### config.mk
export PLATFORM = sky130hd
export DESIGN_NAME = cmp_window_stats_flat
export DESIGN_NICKNAME = d
export VERILOG_FILES = /design/src/rtl/cmp_window_stats_pkg.sv /design/src/rtl/cmp_window_stats_if.sv /design/src/rtl/cmp_window_stats_sat_counter.sv /design/src/rtl/cmp_window_stats.sv /design/src/flat_wrapper.sv
export SDC_FILE = /design/constraint.sdc
export NUM_CORES = 1
export LEC_CHECK = 0
export ABC_CLOCK_PERIOD_IN_PS = 2029
export CAP_MARGIN = 20
export CORE_AREA = 8 8 63 65
export CTS_CLUSTER_SIZE = 8
export DETAILED_ROUTE_END_ITERATION = 8
export DIE_AREA = 0 0 71 73
export GPL_TIMING_DRIVEN = 0
export PLACE_DENSITY = 0.83
export SYNTH_ARGS = -nofsm -noshare
export SYNTH_HDL_FRONTEND = slang
export SYNTH_SLANG_ARGS = --single-unit
### constraint.sdc
create_clock -name clk -period 2.03 [get_ports clk]
set_input_delay 0.203 -clock clk [delete_from_list [all_inputs] [get_ports clk]]
set_output_delay 0.203 -clock clk [all_outputs]
set_load 0.005 [all_outputs]
### src/rtl/cmp_window_stats_pkg.sv
// Shared types and defaults for the comparator window statistics block:
// FSM state encodings, the comparator sample struct and a one-hot helper.
package cmp_window_stats_pkg;

  localparam int unsigned CMP_WIN_LEN_DEF = 8;
  localparam int unsigned CMP_CNT_W_DEF   = 4;

  typedef enum logic [1:0] {
    CMP_ST_IDLE   = 2'd0,
    CMP_ST_ACCUM  = 2'd1,
    CMP_ST_REPORT = 2'd2
  } cmp_state_e;

  typedef struct packed {
    logic gt;
    logic eq;
    logic lt;
  } cmp_sample_t;

  function automatic logic is_onehot(input cmp_sample_t s);
    return (s.gt ^ s.eq ^ s.lt) && !(s.gt && s.eq && s.lt);
  endfunction

endpackage

### src/rtl/cmp_window_stats_if.sv
// Sample-in / snapshot-out bundle of cmp_window_stats. The block itself
// connects through the slave modport; the producer/consumer side uses master.
interface cmp_window_stats_if
  import cmp_window_stats_pkg::*;
#(
  parameter int unsigned CNT_W = CMP_CNT_W_DEF
) ();

  logic             in_valid;
  logic             in_ready;
  logic             cmp_gt;
  logic             cmp_eq;
  logic             cmp_lt;
  logic             clear;
  logic             out_valid;
  logic             out_ready;
  logic [CNT_W-1:0] gt_cnt;
  logic [CNT_W-1:0] eq_cnt;
  logic [CNT_W-1:0] lt_cnt;
  logic [CNT_W-1:0] max_eq_run;
  logic             onehot_err;

  modport master (
    output in_valid, cmp_gt, cmp_eq, cmp_lt, clear, out_ready,
    input  in_ready, out_valid, gt_cnt, eq_cnt, lt_cnt, max_eq_run, onehot_err
  );

  modport slave (
    input  in_valid, cmp_gt, cmp_eq, cmp_lt, clear, out_ready,
    output in_ready, out_valid, gt_cnt, eq_cnt, lt_cnt, max_eq_run, onehot_err
  );

endinterface

### src/rtl/cmp_window_stats_sat_counter.sv
// Saturating up-counter with synchronous clear. Exposes the value it will
// hold after the next edge so callers can snapshot it on that same edge.
module sat_counter #(
  parameter int unsigned W = 4
) (
  input  logic         clk,
  input  logic         rst,
  input  logic         clr,
  input  logic         inc,
  output logic [W-1:0] nxt
);

  localparam logic [W-1:0] MAX = '1;

  logic [W-1:0] q;

  // NOTE: every variable written in always_comb gets a default first, so no path leaves it unassigned and no latch is inferred.
  always_comb begin
    nxt = q;
    if (clr) begin
      nxt = '0;
    end else if (inc && (q != MAX)) begin
      nxt = q + W'(1);
    end
  end

  // NOTE: sequential state uses non-blocking assignments so every flop samples pre-edge values.
  always_ff @(posedge clk) begin
    if (rst) begin
      q <= '0;
    end else begin
      q <= nxt;
    end
  end

endmodule

### src/rtl/cmp_window_stats.sv
// Counts comparator outcomes over WIN_LEN accepted samples and presents a
// registered snapshot. Optional eq-run tracking under CMP_STREAK_DETECT_EN.
module cmp_window_stats
  import cmp_window_stats_pkg::*;
#(
  parameter int unsigned WIN_LEN = CMP_WIN_LEN_DEF,
  parameter int unsigned CNT_W   = CMP_CNT_W_DEF
) (
  input logic              clk,
  input logic              rst,
  cmp_window_stats_if.slave bus
);

  localparam logic [CNT_W-1:0] LAST_IDX = CNT_W'(WIN_LEN - 1);

  cmp_state_e       state;
  cmp_state_e       state_nxt;
  cmp_sample_t      smp;
  logic             one_hot;
  logic             accept;
  logic             handshake;
  logic             last_smp;
  logic             cnt_clr;
  logic [CNT_W-1:0] smp_cnt;
  logic [CNT_W-1:0] gt_nxt;
  logic [CNT_W-1:0] eq_nxt;
  logic [CNT_W-1:0] lt_nxt;

  assign smp       = {bus.cmp_gt, bus.cmp_eq, bus.cmp_lt};
  assign one_hot   = is_onehot(smp);
  // clear outranks both the accept and the snapshot handshake
  assign accept    = bus.in_valid && bus.in_ready && !bus.clear;
  assign handshake = bus.out_valid && bus.out_ready && !bus.clear;
  assign last_smp  = accept && (smp_cnt == LAST_IDX);
  assign cnt_clr   = bus.clear || handshake;

  always_ff @(posedge clk) begin
    if (rst) begin
      state <= CMP_ST_IDLE;
    end else begin
      state <= state_nxt;
    end
  end

  always_comb begin
    state_nxt = state;
    if (bus.clear) begin
      state_nxt = CMP_ST_IDLE;
    end else begin
      unique case (state)
        CMP_ST_IDLE, CMP_ST_ACCUM: begin
          if (last_smp)    state_nxt = CMP_ST_REPORT;
          else if (accept) state_nxt = CMP_ST_ACCUM;
        end
        CMP_ST_REPORT: if (handshake) state_nxt = CMP_ST_IDLE;
        default:       state_nxt = CMP_ST_IDLE;
      endcase
    end
  end

  always_comb begin
    bus.in_ready  = (state != CMP_ST_REPORT);
    bus.out_valid = (state == CMP_ST_REPORT);
  end

  always_ff @(posedge clk) begin
    if (rst || cnt_clr) begin
      smp_cnt <= '0;
    end else if (accept) begin
      smp_cnt <= smp_cnt + CNT_W'(1);
    end
  end

  sat_counter #(.W(CNT_W)) u_gt_cnt (
    .clk(clk), .rst(rst), .clr(cnt_clr), .inc(accept && one_hot && smp.gt), .nxt(gt_nxt)
  );
  sat_counter #(.W(CNT_W)) u_eq_cnt (
    .clk(clk), .rst(rst), .clr(cnt_clr), .inc(accept && one_hot && smp.eq), .nxt(eq_nxt)
  );
  sat_counter #(.W(CNT_W)) u_lt_cnt (
    .clk(clk), .rst(rst), .clr(cnt_clr), .inc(accept && one_hot && smp.lt), .nxt(lt_nxt)
  );

  // Snapshot captures the post-edge counts so the final sample is included.
  always_ff @(posedge clk) begin
    if (rst) begin
      bus.gt_cnt <= '0;
      bus.eq_cnt <= '0;
      bus.lt_cnt <= '0;
    end else if (last_smp) begin
      bus.gt_cnt <= gt_nxt;
      bus.eq_cnt <= eq_nxt;
      bus.lt_cnt <= lt_nxt;
    end
  end

  always_ff @(posedge clk) begin
    if (rst) begin
      bus.onehot_err <= 1'b0;
    end else if (accept && !one_hot) begin
      bus.onehot_err <= 1'b1;
    end
  end

`ifdef CMP_STREAK_DETECT_EN
  logic             eq_only;
  logic [CNT_W-1:0] run_nxt;
  logic [CNT_W-1:0] run_max;
  logic [CNT_W-1:0] run_max_nxt;

  assign eq_only     = one_hot && smp.eq;
  assign run_max_nxt = (run_nxt > run_max) ? run_nxt : run_max;

  sat_counter #(.W(CNT_W)) u_run_cnt (
    .clk(clk), .rst(rst),
    .clr(cnt_clr || (accept && !eq_only)),
    .inc(accept && eq_only),
    .nxt(run_nxt)
  );

  always_ff @(posedge clk) begin
    if (rst || cnt_clr) begin
      run_max <= '0;
    end else begin
      run_max <= run_max_nxt;
    end
  end

  always_ff @(posedge clk) begin
    if (rst) begin
      bus.max_eq_run <= '0;
    end else if (last_smp) begin
      bus.max_eq_run <= run_max_nxt;
    end
  end
`else
  assign bus.max_eq_run = '0;
`endif

endmodule

### src/flat_wrapper.sv
// flat-port wrapper written by rule: the top's interface ports become plain ports
module cmp_window_stats_flat import cmp_window_stats_pkg::*;
#(
  parameter int unsigned WIN_LEN = CMP_WIN_LEN_DEF,
  parameter int unsigned CNT_W   = CMP_CNT_W_DEF
)
  (clk, rst, bus_in_valid, bus_cmp_gt, bus_cmp_eq, bus_cmp_lt, bus_clear, bus_out_ready, bus_in_ready, bus_out_valid, bus_gt_cnt, bus_eq_cnt, bus_lt_cnt, bus_max_eq_run, bus_onehot_err);
  cmp_window_stats_if #(.CNT_W(CNT_W)) bus_i ();
  input logic clk;
  input logic rst;
  input wire logic [$bits(bus_i.in_valid)-1:0] bus_in_valid;
  input wire logic [$bits(bus_i.cmp_gt)-1:0] bus_cmp_gt;
  input wire logic [$bits(bus_i.cmp_eq)-1:0] bus_cmp_eq;
  input wire logic [$bits(bus_i.cmp_lt)-1:0] bus_cmp_lt;
  input wire logic [$bits(bus_i.clear)-1:0] bus_clear;
  input wire logic [$bits(bus_i.out_ready)-1:0] bus_out_ready;
  output wire logic [$bits(bus_i.in_ready)-1:0] bus_in_ready;
  output wire logic [$bits(bus_i.out_valid)-1:0] bus_out_valid;
  output wire logic [$bits(bus_i.gt_cnt)-1:0] bus_gt_cnt;
  output wire logic [$bits(bus_i.eq_cnt)-1:0] bus_eq_cnt;
  output wire logic [$bits(bus_i.lt_cnt)-1:0] bus_lt_cnt;
  output wire logic [$bits(bus_i.max_eq_run)-1:0] bus_max_eq_run;
  output wire logic [$bits(bus_i.onehot_err)-1:0] bus_onehot_err;
  assign bus_i.in_valid = bus_in_valid;
  assign bus_i.cmp_gt = bus_cmp_gt;
  assign bus_i.cmp_eq = bus_cmp_eq;
  assign bus_i.cmp_lt = bus_cmp_lt;
  assign bus_i.clear = bus_clear;
  assign bus_i.out_ready = bus_out_ready;
  assign bus_in_ready = bus_i.in_ready;
  assign bus_out_valid = bus_i.out_valid;
  assign bus_gt_cnt = bus_i.gt_cnt;
  assign bus_eq_cnt = bus_i.eq_cnt;
  assign bus_lt_cnt = bus_i.lt_cnt;
  assign bus_max_eq_run = bus_i.max_eq_run;
  assign bus_onehot_err = bus_i.onehot_err;
  cmp_window_stats #(.WIN_LEN(WIN_LEN), .CNT_W(CNT_W)) u_core (.clk(clk), .rst(rst), .bus(bus_i));
endmodule
==> results.py <==
metrics = {
    "worst_setup_path": {
        "crit_buf_inv": 2,
        "cpPeakStageDelay_ns": 0.40,
        "crit_fanout": 4,
        "start_kind": "input port",
        "cp_cell_sequence": "clkdlybuf4s15_1 > ha_4 > or3b_4 > a211oi_4 > buf_6 > and3_4 > nor3_1 > a2111oi_2",
        "cp.required_ns": 2.27,
        "crit_slowest_cell": "or3b_4",
        "path_depth": 8,
        "r2r_cells": 7,
        "path_class": "input port to flip-flop",
        "critPathCaptureType": "flip-flop",
        "cp_top_family": "simple AND/OR/NAND/NOR gates",
        "critPathArrivalTime_ns": 2.16,
    },
    "place": {
        "hpwl_mm": 2.54,
        "routabilityCongestion": 0.788,
        "numPlacedInstances": 215,
        "place_area_um2": 1690,
        "portBuffers": 22,
        "place_ws_ns": -0.614,
    },
    "final_layout": {
        "area_growth_pct": 25.8,
        "stdcell_area_um2": 1780,
        "antenna_cells": 0,
        "nets": 204,
        "instances_no_fill": 225,
        "drive_above_1_share_pct": 12.5,
    },
    "synth": {
        "ys_top_cells_by_area": "dfxtp_1 44%, nor2_1 7.1%, mux2i_1 5.6%",
        "synth-seq-cells": 31,
        "synth_edf_count": 0,
        "synth_common_cells": "31 x dfxtp_1, 27 x nor2_1, 9 x nand2_1, 8 x mux2i_1",
        "avgSynthCellArea_um2": 9.03,
        "syn_inst": 157,
        "synth.most_common_cell": "dfxtp_1",
        "synth_top_area_cell": "dfxtp_1",
        "synth_cell_type_count": 35,
        "yosysWarnings": 0,
        "synth.top_cell.area_share_pct": 43.8,
        "ys.flop_type": "dfxtp_1",
        "netlist_area_um2": 1420,
        "ys_async_sr_fraction_pct": 0,
        "ys_seq_area_share_pct": 43.8,
    },
    "drt": {
        "drt.antenna.violating_nets": 0,
        "drt_iter0_drc": 102,
        "routedWlPerCell_um": 15.3,
        "via_per_inst": 5.49,
        "dr.pass1.iters": 4,
        "drc_errors": 0,
        "num_vias": 1235,
        "wirelength_mm": 3.45,
    },
    "timing": {
        "slew_violations": 0,
        "rsz0062_at_grt": "no",
        "post-route-period-util_pct": 95.0,
        "period_needed_ns": 1.93,
        "hold_violations": 0,
        "fin_tns_setup_ns": 0,
        "clock.fmax_ghz": 0.518,
        "clock_skew_ns": 0.00553,
        "finalWorstSetupSlack_ns": 0.101,
        "setup_viol": 0,
    },
    "power": {
        "switching_share_pct": 24.1,
        "p_switching_w": 0.000249,
        "p_int_w": 0.000786,
        "peakVddDrop_uv": 335,
        "p_comb_share_pct": 7.7,
        "powerDensity_nw_per_um2": 580,
        "p_seq_share_pct": 59.4,
        "clkPwrFrac_pct": 32.9,
        "total_leakage_power_nw": 0.658,
    },
    "die": {
        "die_h_um": 73,
        "die_x_um": 71,
        "die_area_um2": 5180,
        "pin_count": 27,
        "core_area_um2": 2950,
        "initial_core_util_pct": 48.0,
        "fp-row-count": 20,
    },
    "global_routing": {
        "grt_antenna_before_repair": 0,
        "first_global_vias": 1297,
        "grt-ovfl-total": 0,
        "grt_max_degree": 11,
        "gr-usage-all-layers_pct": 14.1,
        "grt_pass1_wl_mm": 5.72,
    },
    "outcome": {
        "status": "finished clean",
    },
    "cts": {
        "cts_root_buf": "clkbuf_4",
        "hold_buffers": 0,
        "path_clk_slew_ns": 0.09,
        "clockBufferDepth": 2,
        "numCtsBuffers": 5,
        "cts_sinks": 31,
        "cts_max_level": 2,
        "clk_latency_ns": 0.34,
        "cts_tree": "done",
    },
    "job": {
        "maxCapViolations": 0,
    },
    "min_path": {
        "holdCritPathClass": "flip-flop to flip-flop",
        "hold_depth": 1,
    },
}
power groups by stage:
stage	Sequential, W	Clock (W)	Combinational (W)
after global routing	0.000616	0.000379	0.0000861
after floorplan	0.000628	0	0.0000420
after detailed placement	0.000629	0	0.0000725
after global placement	0.000628	0	0.0000703
final	0.000615	0.000341	0.0000792
after CTS	0.000615	0.000355	0.0000743
cell usage in the layout, fill, tap and decap left out, drive strengths merged, types with 2 or more instances in the layout:
| cell type | netlist | final |
|---|---|---|
| clkbuf | 4 | 12 |
| xor2 | 3 | 3 |
| nor2b | 3 | 3 |
| ha | 5 | 5 |
| nand3 | 7 | 7 |
| nand4 | 2 | 2 |
| nor2 | 27 | 27 |
| conb | 1 | 4 |
| a21oi | 2 | 2 |
| and3 | 5 | 5 |
| buf | 6 | 7 |
| nand2 | 9 | 9 |
| nand2b | 7 | 7 |
| a211oi | 4 | 4 |
| nor3 | 6 | 6 |
| xnor2 | 3 | 3 |
| o21ai | 7 | 7 |
| dfxtp | 31 | 31 |
| clkdlybuf4s50 | 0 | 20 |
| a2111oi | 3 | 3 |
| clkdlybuf4s15 | 0 | 2 |
| mux2i | 8 | 8 |
| nand3b | 5 | 5 |
stage by stage:
| stage | total power (W) | util (%) | hold slack (ns) |
|---|---|---|---|
| finish | 0.00103 | 60.4 | 0.450 |
| global route | 0.00108 | 60.4 | 0.469 |
| CTS | 0.00104 | 59.4 | 0.424 |
| detailed placement | 0.000701 | 57.2 | 0.443 |
| global placement | 0.000699 | 57.2 | 0.424 |
| floorplan | 0.000670 | - | 0.272 |
kinds of logic after synthesis:
group	share of synthesized area, %
fa+ha+maj	4.41
compound gates	10.2
other cells	0.265
flops	43.8
buf+inv	4.32
simple gates	27.7
xor+xnor	3.71
mux	5.65
worst paths after layout:
kind,end,slack [ns],startpoint
max,u_core.bus.gt_cnt[3],0.10,bus_cmp_gt
min reg2reg,u_core.state[0],0.45,u_core.state[1]
max reg2reg,u_core.bus.gt_cnt[3],0.17,u_core.smp_cnt[0]
min,u_core.state[0],0.45,u_core.state[1]
worst register-to-register path, stage by stage (launching register included):
cell and delay [ns]:
dfxtp_1 0.40, ha_1 0.18, nand3b_1 0.11, or3_1 0.31, clkbuf_1 0.16, clkbuf_4 0.22, nor3_1 0.27, a2111oi_2 0.09
sequential cells by signal (all words and copies together) (netlist names):
name                   flops
u_core.bus.lt_cnt          4
u_core.u_lt_cnt.q          4
u_core.bus.eq_cnt          4
u_core.u_gt_cnt.q          4
u_core.state               2
u_core.bus.gt_cnt          4
u_core.bus.onehot_err      1
u_core.u_eq_cnt.q          4
u_core.smp_cnt             4
timing repair:
| item | in CTS | in global routing |
|---|---|---|
| setup endpoints to repair | 16 | 6 |
| pin swaps | 1 | 4 |
| gates resized for setup | 2 | 9 |
| buffers inserted | 2 | 0 |
cell type report:
class	count	area [µm²]
fillers	266	1170
inverters	1	3.75
clock buffers	7	45.0
well taps	33	41.3
clock inverters	1	5.00
repair buffers	24	239
flip-flops and latches	31	621
plain buffers	10	61.3
multi-input cells	118	767
layer usage:
| layer | share of wire [%] | global-route usage [%] | vias up |
|---|---|---|---|
| met5 | 0 | 0 | - |
| met4 | 3.1 | 9.93 | 0 |
| met3 | 6.3 | 5.08 | 11 |
| met2 | 50 | 25.3 | 34 |
| met1 | 40 | 13.1 | 586 |
| li1 | - | - | 604 |
Power figures use the tool's default switching activity.
